**config.mk**
```make
export PLATFORM = sky130hd
export DESIGN_NAME = alu_cmd_sequencer_flat
export DESIGN_NICKNAME = d
export VERILOG_FILES = /design/src/rtl/alu_cmd_sequencer_if.sv /design/src/rtl/alu_cmd_sequencer.sv /design/src/flat_wrapper.sv
export SDC_FILE = /design/constraint.sdc
export NUM_CORES = 1
export LEC_CHECK = 0
export BUFFER_PORTS_ARGS = -buffer_cell sky130_fd_sc_hd__buf_2
export CAP_MARGIN = 25
export CORE_MARGIN = 2
export CORE_UTILIZATION = 30
export CTS_BUF_LIST = sky130_fd_sc_hd__clkbuf_8
export DETAILED_ROUTE_END_ITERATION = 10
export PLACE_DENSITY = 0.59
export RECOVER_POWER = 25
export SLEW_MARGIN = 20
export SYNTH_ARGS = -nofsm -noshare
export SYNTH_HDL_FRONTEND = slang
export SYNTH_SLANG_ARGS = --single-unit
```
**constraint.sdc**
```tcl
create_clock -name CLK -period 4.03 [get_ports CLK]
set_input_delay 0.2015 -clock CLK [delete_from_list [all_inputs] [get_ports CLK]]
set_output_delay 0.2015 -clock CLK [all_outputs]
set_load 0.05 [all_outputs]
```
**src/rtl/alu_cmd_sequencer_if.sv**
```systemverilog
// Command, ALU and TX-byte signals between the ALU command sequencer and its neighbours.
// The master side is the sequencer; the slave side is the parser, ALU and UART TX path.
interface alu_cmd_sequencer_if;
  logic        CMD_VALID;
  logic        CMD_READY;
  logic [3:0]  CMD_FUN;
  logic [7:0]  CMD_A;
  logic [7:0]  CMD_B;
  logic [7:0]  ALU_A;
  logic [7:0]  ALU_B;
  logic [3:0]  ALU_FUN;
  logic        ALU_EN;
  logic [15:0] ALU_OUT;
  logic        ALU_OUT_VALID;
  logic [7:0]  TX_DATA;
  logic        TX_VALID;
  logic        TX_READY;
  logic        BUSY;
  logic        ERR_TIMEOUT;

  modport master (
    input  CMD_VALID, CMD_FUN, CMD_A, CMD_B, ALU_OUT, ALU_OUT_VALID, TX_READY,
    output CMD_READY, ALU_A, ALU_B, ALU_FUN, ALU_EN, TX_DATA, TX_VALID, BUSY, ERR_TIMEOUT
  );

  modport slave (
    output CMD_VALID, CMD_FUN, CMD_A, CMD_B, ALU_OUT, ALU_OUT_VALID, TX_READY,
    input  CMD_READY, ALU_A, ALU_B, ALU_FUN, ALU_EN, TX_DATA, TX_VALID, BUSY, ERR_TIMEOUT
  );
endinterface

```
**src/rtl/alu_cmd_sequencer.sv**
```systemverilog
// Issues one ALU command at a time, waits (bounded) for the registered result and
// returns the 16-bit result to the UART TX path as two bytes.
module alu_cmd_sequencer #(
  parameter int TIMEOUT_CYC = 15,
  parameter bit MSB_FIRST   = 1'b0
) (
  input  logic CLK,
  input  logic RST,
  alu_cmd_sequencer_if.master bus
);

  localparam int TW = $clog2(TIMEOUT_CYC + 1);

  typedef enum logic [2:0] {IDLE, ISSUE, WAIT, SEND_1, SEND_2} state_t;

  state_t        state;
  logic [TW-1:0] timer;
  logic [15:0]   result;

  function automatic logic [7:0] first_byte(input logic [15:0] r);
    return MSB_FIRST ? r[15:8] : r[7:0];
  endfunction

  function automatic logic [7:0] second_byte(input logic [15:0] r);
    return MSB_FIRST ? r[7:0] : r[15:8];
  endfunction

  assign bus.CMD_READY = (state == IDLE);

  always_ff @(posedge CLK or posedge RST) begin
    if (RST) begin
      state           <= IDLE;
      timer           <= '0;
      result          <= '0;
      bus.ALU_A       <= '0;
      bus.ALU_B       <= '0;
      bus.ALU_FUN     <= '0;
      bus.ALU_EN      <= 1'b0;
      bus.TX_DATA     <= '0;
      bus.TX_VALID    <= 1'b0;
      bus.BUSY        <= 1'b0;
      bus.ERR_TIMEOUT <= 1'b0;
    end else begin
      bus.ALU_EN      <= 1'b0;
      bus.ERR_TIMEOUT <= 1'b0;
      case (state)
        IDLE: begin
          if (bus.CMD_VALID) begin
            bus.ALU_A   <= bus.CMD_A;
            bus.ALU_B   <= bus.CMD_B;
            bus.ALU_FUN <= bus.CMD_FUN;
            bus.ALU_EN  <= 1'b1;
            bus.BUSY    <= 1'b1;
            state       <= ISSUE;
          end
        end
        ISSUE: begin
          timer <= '0;
          state <= WAIT;
        end
        WAIT: begin
          // A result arriving on the last allowed cycle still wins over the abort.
          if (bus.ALU_OUT_VALID) begin
            result       <= bus.ALU_OUT;
            bus.TX_DATA  <= first_byte(bus.ALU_OUT);
            bus.TX_VALID <= 1'b1;
            state        <= SEND_1;
          end else if (timer == TW'(TIMEOUT_CYC - 1)) begin
            bus.ERR_TIMEOUT <= 1'b1;
            bus.BUSY        <= 1'b0;
            state           <= IDLE;
          end else begin
            timer <= timer + 1'b1;
          end
        end
        SEND_1: begin
          if (bus.TX_READY) begin
            bus.TX_DATA <= second_byte(result);
            state       <= SEND_2;
          end
        end
        SEND_2: begin
          if (bus.TX_READY) begin
            bus.TX_VALID <= 1'b0;
            bus.BUSY     <= 1'b0;
            state        <= IDLE;
          end
        end
        default: begin
          bus.TX_VALID <= 1'b0;
          bus.BUSY     <= 1'b0;
          state        <= IDLE;
        end
      endcase
    end
  end

endmodule

```
**src/flat_wrapper.sv**
```systemverilog
// flat-port wrapper written by rule: the top's interface ports become plain ports
module alu_cmd_sequencer_flat 
#(
  parameter int TIMEOUT_CYC = 15,
  parameter bit MSB_FIRST   = 1'b0
)
  (CLK, RST, bus_CMD_VALID, bus_CMD_FUN, bus_CMD_A, bus_CMD_B, bus_ALU_OUT, bus_ALU_OUT_VALID, bus_TX_READY, bus_CMD_READY, bus_ALU_A, bus_ALU_B, bus_ALU_FUN, bus_ALU_EN, bus_TX_DATA, bus_TX_VALID, bus_BUSY, bus_ERR_TIMEOUT);
  alu_cmd_sequencer_if bus_i ();
  input  logic CLK;
  input  logic RST;
  input wire logic [$bits(bus_i.CMD_VALID)-1:0] bus_CMD_VALID;
  input wire logic [$bits(bus_i.CMD_FUN)-1:0] bus_CMD_FUN;
  input wire logic [$bits(bus_i.CMD_A)-1:0] bus_CMD_A;
  input wire logic [$bits(bus_i.CMD_B)-1:0] bus_CMD_B;
  input wire logic [$bits(bus_i.ALU_OUT)-1:0] bus_ALU_OUT;
  input wire logic [$bits(bus_i.ALU_OUT_VALID)-1:0] bus_ALU_OUT_VALID;
  input wire logic [$bits(bus_i.TX_READY)-1:0] bus_TX_READY;
  output wire logic [$bits(bus_i.CMD_READY)-1:0] bus_CMD_READY;
  output wire logic [$bits(bus_i.ALU_A)-1:0] bus_ALU_A;
  output wire logic [$bits(bus_i.ALU_B)-1:0] bus_ALU_B;
  output wire logic [$bits(bus_i.ALU_FUN)-1:0] bus_ALU_FUN;
  output wire logic [$bits(bus_i.ALU_EN)-1:0] bus_ALU_EN;
  output wire logic [$bits(bus_i.TX_DATA)-1:0] bus_TX_DATA;
  output wire logic [$bits(bus_i.TX_VALID)-1:0] bus_TX_VALID;
  output wire logic [$bits(bus_i.BUSY)-1:0] bus_BUSY;
  output wire logic [$bits(bus_i.ERR_TIMEOUT)-1:0] bus_ERR_TIMEOUT;
  assign bus_i.CMD_VALID = bus_CMD_VALID;
  assign bus_i.CMD_FUN = bus_CMD_FUN;
  assign bus_i.CMD_A = bus_CMD_A;
  assign bus_i.CMD_B = bus_CMD_B;
  assign bus_i.ALU_OUT = bus_ALU_OUT;
  assign bus_i.ALU_OUT_VALID = bus_ALU_OUT_VALID;
  assign bus_i.TX_READY = bus_TX_READY;
  assign bus_CMD_READY = bus_i.CMD_READY;
  assign bus_ALU_A = bus_i.ALU_A;
  assign bus_ALU_B = bus_i.ALU_B;
  assign bus_ALU_FUN = bus_i.ALU_FUN;
  assign bus_ALU_EN = bus_i.ALU_EN;
  assign bus_TX_DATA = bus_i.TX_DATA;
  assign bus_TX_VALID = bus_i.TX_VALID;
  assign bus_BUSY = bus_i.BUSY;
  assign bus_ERR_TIMEOUT = bus_i.ERR_TIMEOUT;
  alu_cmd_sequencer #(.TIMEOUT_CYC(TIMEOUT_CYC), .MSB_FIRST(MSB_FIRST)) u_core (.CLK(CLK), .RST(RST), .bus(bus_i));
endmodule
```
Word-level counts from Yosys, hierarchy flattened
Index checks and enable logic that the tools add are counted.

storage, ports and cells
  memories = 0
  RAM bits = 0
  bits in read-only memories = 0
  latch bits = 0
  logic and storage cells = 63
  flip-flop bits (word level) = 55
  input bits = 41

operators by class
  divide/modulo/power cells = 0
  mux-type cells = 24
  magnitude comparators = 0
  shifts and indexed selects = 0
  $add $sub $neg = 1
  reduce and logical (&&, ||, !) cells = 12
  $mul = 0
  equality and inequality tests = 13
  bitwise logic cells = 2

operators by type and width
  operator                                        count
  two-way mux 8 bit                               2
  one-hot mux 8 bit (2 select lines)              1
  two-way mux 3 bit                               5
  one-hot mux 3 bit (5 select lines)              1
  != test 2 bit (second input constant)           6
  two-way mux 1 bit                               10
  AND reduction 3 bit                             3
  two-way mux 4 bit                               2
  one-hot mux 4 bit (2 select lines)              1
  == test 3 x 2 -> 1 bit (second input constant)  2
  AND reduction 5 bit                             1
  adder 4 x 1 -> 4 bit (second input constant)    1
  == test 4 bit (second input constant)           1
  one-hot mux 1 bit (4 select lines)              1
  AND reduction 2 bit                             2
  AND reduction 4 bit                             1
  nonzero test 2 bit                              2
  == test 3 x 1 -> 1 bit (second input constant)  1
  == test 3 bit (second input constant)           1
  logical NOT 3 bit                               1
  != test 3 x 2 -> 1 bit (second input constant)  1
  one-hot mux 1 bit (3 select lines)              1
  OR reduction 3 bit                              1
  != test 2 x 1 -> 1 bit (second input constant)  1
  2 further kinds                                 3

Depth between registers and ports, before layout
Gate-level depths: netlist (run 1).

  depth in word-level cells = 4
  gate-level depth with buffers = 5

Worst setup path after synthesis (run 1)
OpenSTA, ideal clock, no wires.

  path kind = register to register
  start = reg u_core.state[1]
  end = reg u_core.bus.ALU_A[0]
  arrival = 1.959 ns
  cell stages (with the launch flop) = 6
  path slack = 1.946 ns
  buffers on the path = 2
  setup time = 0.125 ns
  clock period less this slack = 2.084 ns
  cells stage by stage = dfrtp_1 > buf_4 > nor3_2 > and2_1 > buf_4 > mux2_2

on the way
  longest elaborated chain between the ends = 2

RTL lines
  element                        line                        text
  from (decl)                    alu_cmd_sequencer.sv:16     state_t state;
  from (signal assigned)         alu_cmd_sequencer.sv:32     state <= IDLE;
  from (signal assigned)         alu_cmd_sequencer.sv:54     state <= ISSUE;
  from (signal assigned)         alu_cmd_sequencer.sv:59     state <= WAIT;
  logical NOT 3 bit              --
  named net bus_CMD_READY        flat_wrapper.sv:18          output wire logic [$bits(bus_i.CMD_READY)-1:0] bus_CMD_READY;
  AND reduction 2 bit (no line)  --
  to (signal assigned)           alu_cmd_sequencer.sv:49     bus.ALU_A <= bus.CMD_A;
  to (decl)                      alu_cmd_sequencer_if.sv:23  output CMD_READY, ALU_A, ALU_B, ALU_FUN, ALU_EN, TX_DATA, TX_VALID, BUSY, ERR_TIMEOUT

The timed path passes the listed nets, and every way through them passes these cells.
A chain may end at the register's enable or synchronous reset.

==> results.sh, run 1 <==
export IMPL_grt_max_degree=26
export IMPL_grt_pass1_vias=1462
export IMPL_wl_um=4180
export IMPL_initial_core_util=0.310
export IMPL_synth_area_per_cell_um2=13.7
export IMPL_finClkSkew_ns=0.00535
export IMPL_cp_depth=4
export IMPL_dr_pass1_iters=3
export IMPL_crit_required_ns=4.21
export IMPL_crit_chain="dlygate4sd3_1 -> buf_2 -> inv_1 -> clkbuf_1"
export IMPL_root_buffer="clkbuf_8"
export IMPL_postCtsHoldBufs=1
export IMPL_ys_ff_latch=47
export IMPL_synth_top_cell_by_area="dfrtp_1"
export IMPL_total_leakage_power_nw=1.23
export IMPL_hold_depth=2
export IMPL_crit_buf_inv=4
export IMPL_syn_to_final_growth_pct=25.1
export IMPL_slowest_delay_ns=1.07
export IMPL_rsz0062_at_grt="no"
export IMPL_power_density_nw_per_um2=918
export IMPL_period_share=0.589
export IMPL_diodes=0
export IMPL_postRouteAntennaNets=0
export IMPL_crit_type="in2async"
export IMPL_arrival_ns=2.56
export IMPL_max_slew_margin=0.0812
export IMPL_overflow=0
export IMPL_io_buffers=73
export IMPL_grt_antenna_before_repair=0
export IMPL_ff2ff_path_depth=3
export IMPL_drc=0
export IMPL_yosys_warnings=0
export IMPL_grt_pass1_wl_um=6880
export IMPL_synth_area_um2=2120
export IMPL_critPathTopFamily="buffers and inverters"
export IMPL_total_power_mw=2.43
export IMPL_dp_hpwl_um=3020
export IMPL_peakVddDrop_mv=0.417
export IMPL_ios=74
export IMPL_hold_viol=0
export IMPL_setup_viol=0
export IMPL_seq_area_frac_synth=0.555
export IMPL_vias_per_cell=4.44
export IMPL_drt_iter0_markers=109
export IMPL_netlist_instances=155
export IMPL_pre_cts_ws_ns=1.88
export IMPL_cts_tree="done"
export IMPL_crit_slowest_cell="clkbuf_1"
export IMPL_ctsResizeCount=0
export IMPL_h_tree_depth=2
export IMPL_routedWlPerCell_um=12.8
export IMPL_synth_top_cell_area_share=0.555
export IMPL_slew_viol_final=0
export IMPL_synthTopCellsByArea="dfrtp_1, mux2_2, buf_4, inv_1, a21oi_1"
export IMPL_drive_gt1_frac=0.548
export IMPL_start_kind="input pin"
export IMPL_die_h_um=88.1
export IMPL_layout_common_cells="buf_2, dfrtp_1, mux2_2"
export IMPL_timing_setup_tns_ns=0
export IMPL_hold_class="in2reg"
export IMPL_cts_setup_buffers=0
export IMPL_drv_cap=0
export IMPL_synth_nets=198
export IMPL_core_area_um2=6830
export IMPL_die_area_um2=7760
export IMPL_rows=30
export IMPL_path_clk_slew_ns=0.09
export IMPL_cts_made_buffers=5
export IMPL_worstPathMaxFanout=25
export IMPL_nFillCells=715
export IMPL_clk_latency_ns=0.29
export IMPL_final_common_cell="buf_2"
export IMPL_cts_sinks=47
export IMPL_timing_final_crit_period_ns=2.37
export IMPL_clockBufferDepth=2
export IMPL_fin_nets=272
export IMPL_via_count=1447
export IMPL_status="completed"
export IMPL_die_x_um=88.1
export IMPL_worst_slew_pin_transition_ns=1.38
export IMPL_post_route_util=0.388
export IMPL_synth_distinct_cells=37
export IMPL_crit_path_end_kind="async pin"
export IMPL_fmax_mhz=421
export IMPL_grt_total_usage=0.113
export IMPL_fin_ws_ns=1.66
export IMPL_gp_congestion=0.759
[cells in the mapped netlist]
cell type	instances
a211o_1	1
a211oi_1	2
a21oi_1	5
a21oi_2	1
a311o_1	1
a311oi_1	1
and2_1	1
and3_1	1
and4b_1	1
buf_2	2
buf_4	4
clkbuf_1	2
dfrtp_1	47
ha_1	2
inv_1	7
mux2_2	44
nand2_1	3
nand2b_1	3
nand2b_4	1
nand3_1	2
nand3b_1	1
nand3b_4	1
nor2_1	2
nor2_8	1
nor3_1	1
nor3_2	1
nor3b_1	2
nor4b_1	1
o211ai_1	3
o21a_1	1
o21ai_0	3
o22ai_1	2
o311ai_0	1
o32a_1	1
o32ai_1	1
or3b_4	1
or4_1	1
[cell families after synthesis]
| group | synth area share |
|---|---|
| AO/OA/AOI/OAI | 0.0761 |
| adder cells (fa/ha/maj) | 0.0118 |
| buffers and inverters | 0.0348 |
| flip-flops | 0.555 |
| multiplexers | 0.234 |
| AND/OR/NAND/NOR | 0.0891 |
[cell type report]
cell class / instances / area [um2] / share of cell area
inverter: 7 / 26.3 / 0.00991
clock inverter: 3 / 16.3 / 0.00613
sequential: 47 / 1180 / 0.443
tap: 96 / 120 / 0.0453
timing repair buffer: 75 / 374 / 0.141
clock buffer: 5 / 68.8 / 0.0259
multi-input combinational: 93 / 871 / 0.328
[state kept, by name, indices dropped and copies added (netlist names)]
name and flops:
u_core.bus.ALU_A 8, u_core.bus.ALU_B 8, u_core.bus.TX_DATA 8, u_core.result 8, u_core.bus.ALU_FUN 4, u_core.timer 4, u_core.state 3, u_core.bus.ALU_EN 1
u_core.bus.BUSY 1, u_core.bus.ERR_TIMEOUT 1, u_core.bus.TX_VALID 1
[final timing paths]
check | startpoint | slack (ns) | end
worst max-delay path | RST | 1.66 | u_core.bus.TX_VALID
max in group CLK | u_core.state[1] | 1.92 | u_core.bus.ALU_A[6]
worst max register to register | u_core.state[1] | 1.92 | u_core.bus.ALU_A[6]
worst min-delay path | bus_ALU_OUT[13] | 0.13 | u_core.result[13]
min in group asynchronous | RST | 0.63 | u_core.bus.ALU_A[3]
worst min register to register | u_core.bus.ALU_A[4] | 0.51 | u_core.bus.ALU_A[4]
[through the flow]
stage,cell area (um2),instances,hold slack (ns)
2_1_floorplan,2120,155,0.353
3_3_place_gp,2560,316,0.434
3_5_place_dp,2580,317,0.272
4_1_cts,2670,326,0.118
5_1_grt,2650,326,0.120
6_report,2650,326,0.131
[power by group]
part	total [mW]	internal (mW)	switching [mW]
combinational	1.29	0.439	0.855
sequential	0.863	0.695	0.168
clock	0.277	0.119	0.158
[layer usage]
metal | share of wire | global-route usage
met2 | 0.44 | 0.176
met4 | 0.0081 | 0.0331
met5 | 0 | 0
met3 | 0.063 | 0.0339
met1 | 0.49 | 0.153
(Power assumes the default switching activity.)
==> run 2: changes to the inputs <==
==> constraint.sdc (replaced) <==
create_clock -name CLK -period 2.2 [get_ports CLK]
set_input_delay 0.11 -clock CLK [delete_from_list [all_inputs] [get_ports CLK]]
set_output_delay 0.11 -clock CLK [all_outputs]
set_load 0.05 [all_outputs]
==> results.sh, run 2 (synthesis results as in run 1) <==
export IMPL_fin_hold_ws_ns=0.0352
export IMPL_seq_area_um2=1180
export IMPL_ctsResizeCount=0
export IMPL_crit_chain="nand2b_1 -> a21oi_2 -> mux2_2"
export IMPL_fin_area_um2=2690
export IMPL_crit_buf_inv=0
export IMPL_drc=0
export IMPL_root_buffer="clkbuf_8"
export IMPL_timing_final_crit_period_ns=1.72
export IMPL_hold_class="in2reg"
export IMPL_crit_path_end_kind="flop"
export IMPL_via_count=1530
export IMPL_layout_common_cells="buf_2, dfrtp_1, mux2_2"
export IMPL_peakVddDrop_mv=0.959
export IMPL_ios=74
export IMPL_worstPathMaxFanout=16
export IMPL_path_clk_slew_ns=0.09
export IMPL_routedWlPerCell_um=13.0
export IMPL_postRouteAntennaNets=0
export IMPL_total_power_mw=4.53
export IMPL_cts_made_buffers=5
export IMPL_critPathTopFamily="flip-flops"
export IMPL_drt_iter0_markers=101
export IMPL_grt_pass1_vias=1504
export IMPL_die_x_um=88.1
export IMPL_slew_viol_final=0
export IMPL_multi_input_area_um2=871
export IMPL_wl_um=4310
export IMPL_setup_viol=0
export IMPL_rsz0062_at_grt="no"
export IMPL_period_share=0.783
export IMPL_diodes=0
export IMPL_vias_per_cell=4.62
export IMPL_nFillCells=692
export IMPL_overflow=0
export IMPL_post_route_util=0.394
export IMPL_hold_viol=0
export IMPL_crit_required_ns=2.38
export IMPL_die_h_um=88.1
export IMPL_dpl_instance_area_um2=2600
export IMPL_cts_sinks=47
export IMPL_timing_setup_tns_ns=0
export IMPL_core_area_um2=6830
export IMPL_io_buffers=73
export IMPL_drv_cap=0
export IMPL_initial_core_util=0.310
export IMPL_power_density_nw_per_um2=1680
export IMPL_final_common_cell="buf_2"
export IMPL_crit_type="reg2reg"
export IMPL_crit_slowest_cell="dfrtp_1"
export IMPL_fin_ws_ns=0.478
export IMPL_finClkSkew_ns=0.00602
export IMPL_gp_congestion=0.790
export IMPL_die_area_um2=7760
export IMPL_start_kind="flop"
export IMPL_grt_max_degree=29
export IMPL_cts_tree="done"
export IMPL_drive_gt1_frac=0.557
export IMPL_slowest_delay_ns=0.56
export IMPL_clockBufferDepth=2
export IMPL_rows=30
export IMPL_dp_cells=322
export IMPL_grt_antenna_before_repair=0
export IMPL_total_leakage_power_nw=1.26
export IMPL_syn_to_final_growth_pct=27.0
export IMPL_dr_pass1_iters=4
export IMPL_pre_cts_ws_ns=0.480
export IMPL_max_slew_margin=0.256
export IMPL_arrival_ns=1.91
export IMPL_grt_total_usage=0.121
export IMPL_dp_hpwl_um=3170
export IMPL_status="completed"
export IMPL_instances_no_fill=331
export IMPL_fmax_mhz=581
export IMPL_grt_pass1_wl_um=7320
export IMPL_fin_nets=277
export IMPL_worst_slew_pin_transition_ns=1.11
export IMPL_h_tree_depth=2
export IMPL_clk_latency_ns=0.30
[run 2: per-layer routing]
| layer | up-vias | track usage | wire, um |
|---|---|---|---|
| met5 | - | 0 | 0 |
| met4 | 0 | 0.0289 | 36 |
| met3 | 5 | 0.0368 | 330 |
| met2 | 52 | 0.194 | 2010 |
| met1 | 748 | 0.161 | 1930 |
| li1 | 725 | - | - |
[run 2: cell type report]
cell class	instances	share of cell area
tap	96	0.0446
timing repair buffer	80	0.154
clock inverter	3	0.00604
inverter	7	0.00976
sequential	47	0.437
multi-input combinational	93	0.323
clock buffer	5	0.0256
[run 2: final timing paths]
check	start	to	slack (ns)	cells past startpoint
worst min-delay path	bus_ALU_OUT[8]	u_core.result[8]	0.04	2
worst max-delay path	u_core.state[2]	u_core.bus.TX_DATA[3]	0.48	3
min in group asynchronous	RST	u_core.timer[1]	0.64	3
worst max register to register	u_core.state[2]	u_core.bus.TX_DATA[3]	0.48	3
worst min register to register	u_core.bus.ALU_B[6]	u_core.bus.ALU_B[6]	0.51	1
max in group asynchronous	RST	u_core.bus.ALU_A[0]	0.79	4
[run 2: worst reg2reg max path: stages (launching register included)]
cell and delay (ns):
dfrtp_1 0.56, nand2b_1 0.26, a21oi_2 0.40, mux2_2 0.39
[run 2: report_power, final]
part	internal, mW	switching (mW)	leakage (nW)
Clock	0.218	0.291	0.0453
Combinational	0.846	1.62	0.650
Sequential	1.28	0.281	0.565
Total	2.34	2.19	1.26
[run 2: what timing repair did]
item / 4_1_cts / 5_1_grt
setup endpoints to repair: 0 / 0
setup buffers: 0 / 0
hold buffers: 1 / 0
endpoints found under the hold margin: 26 / 0
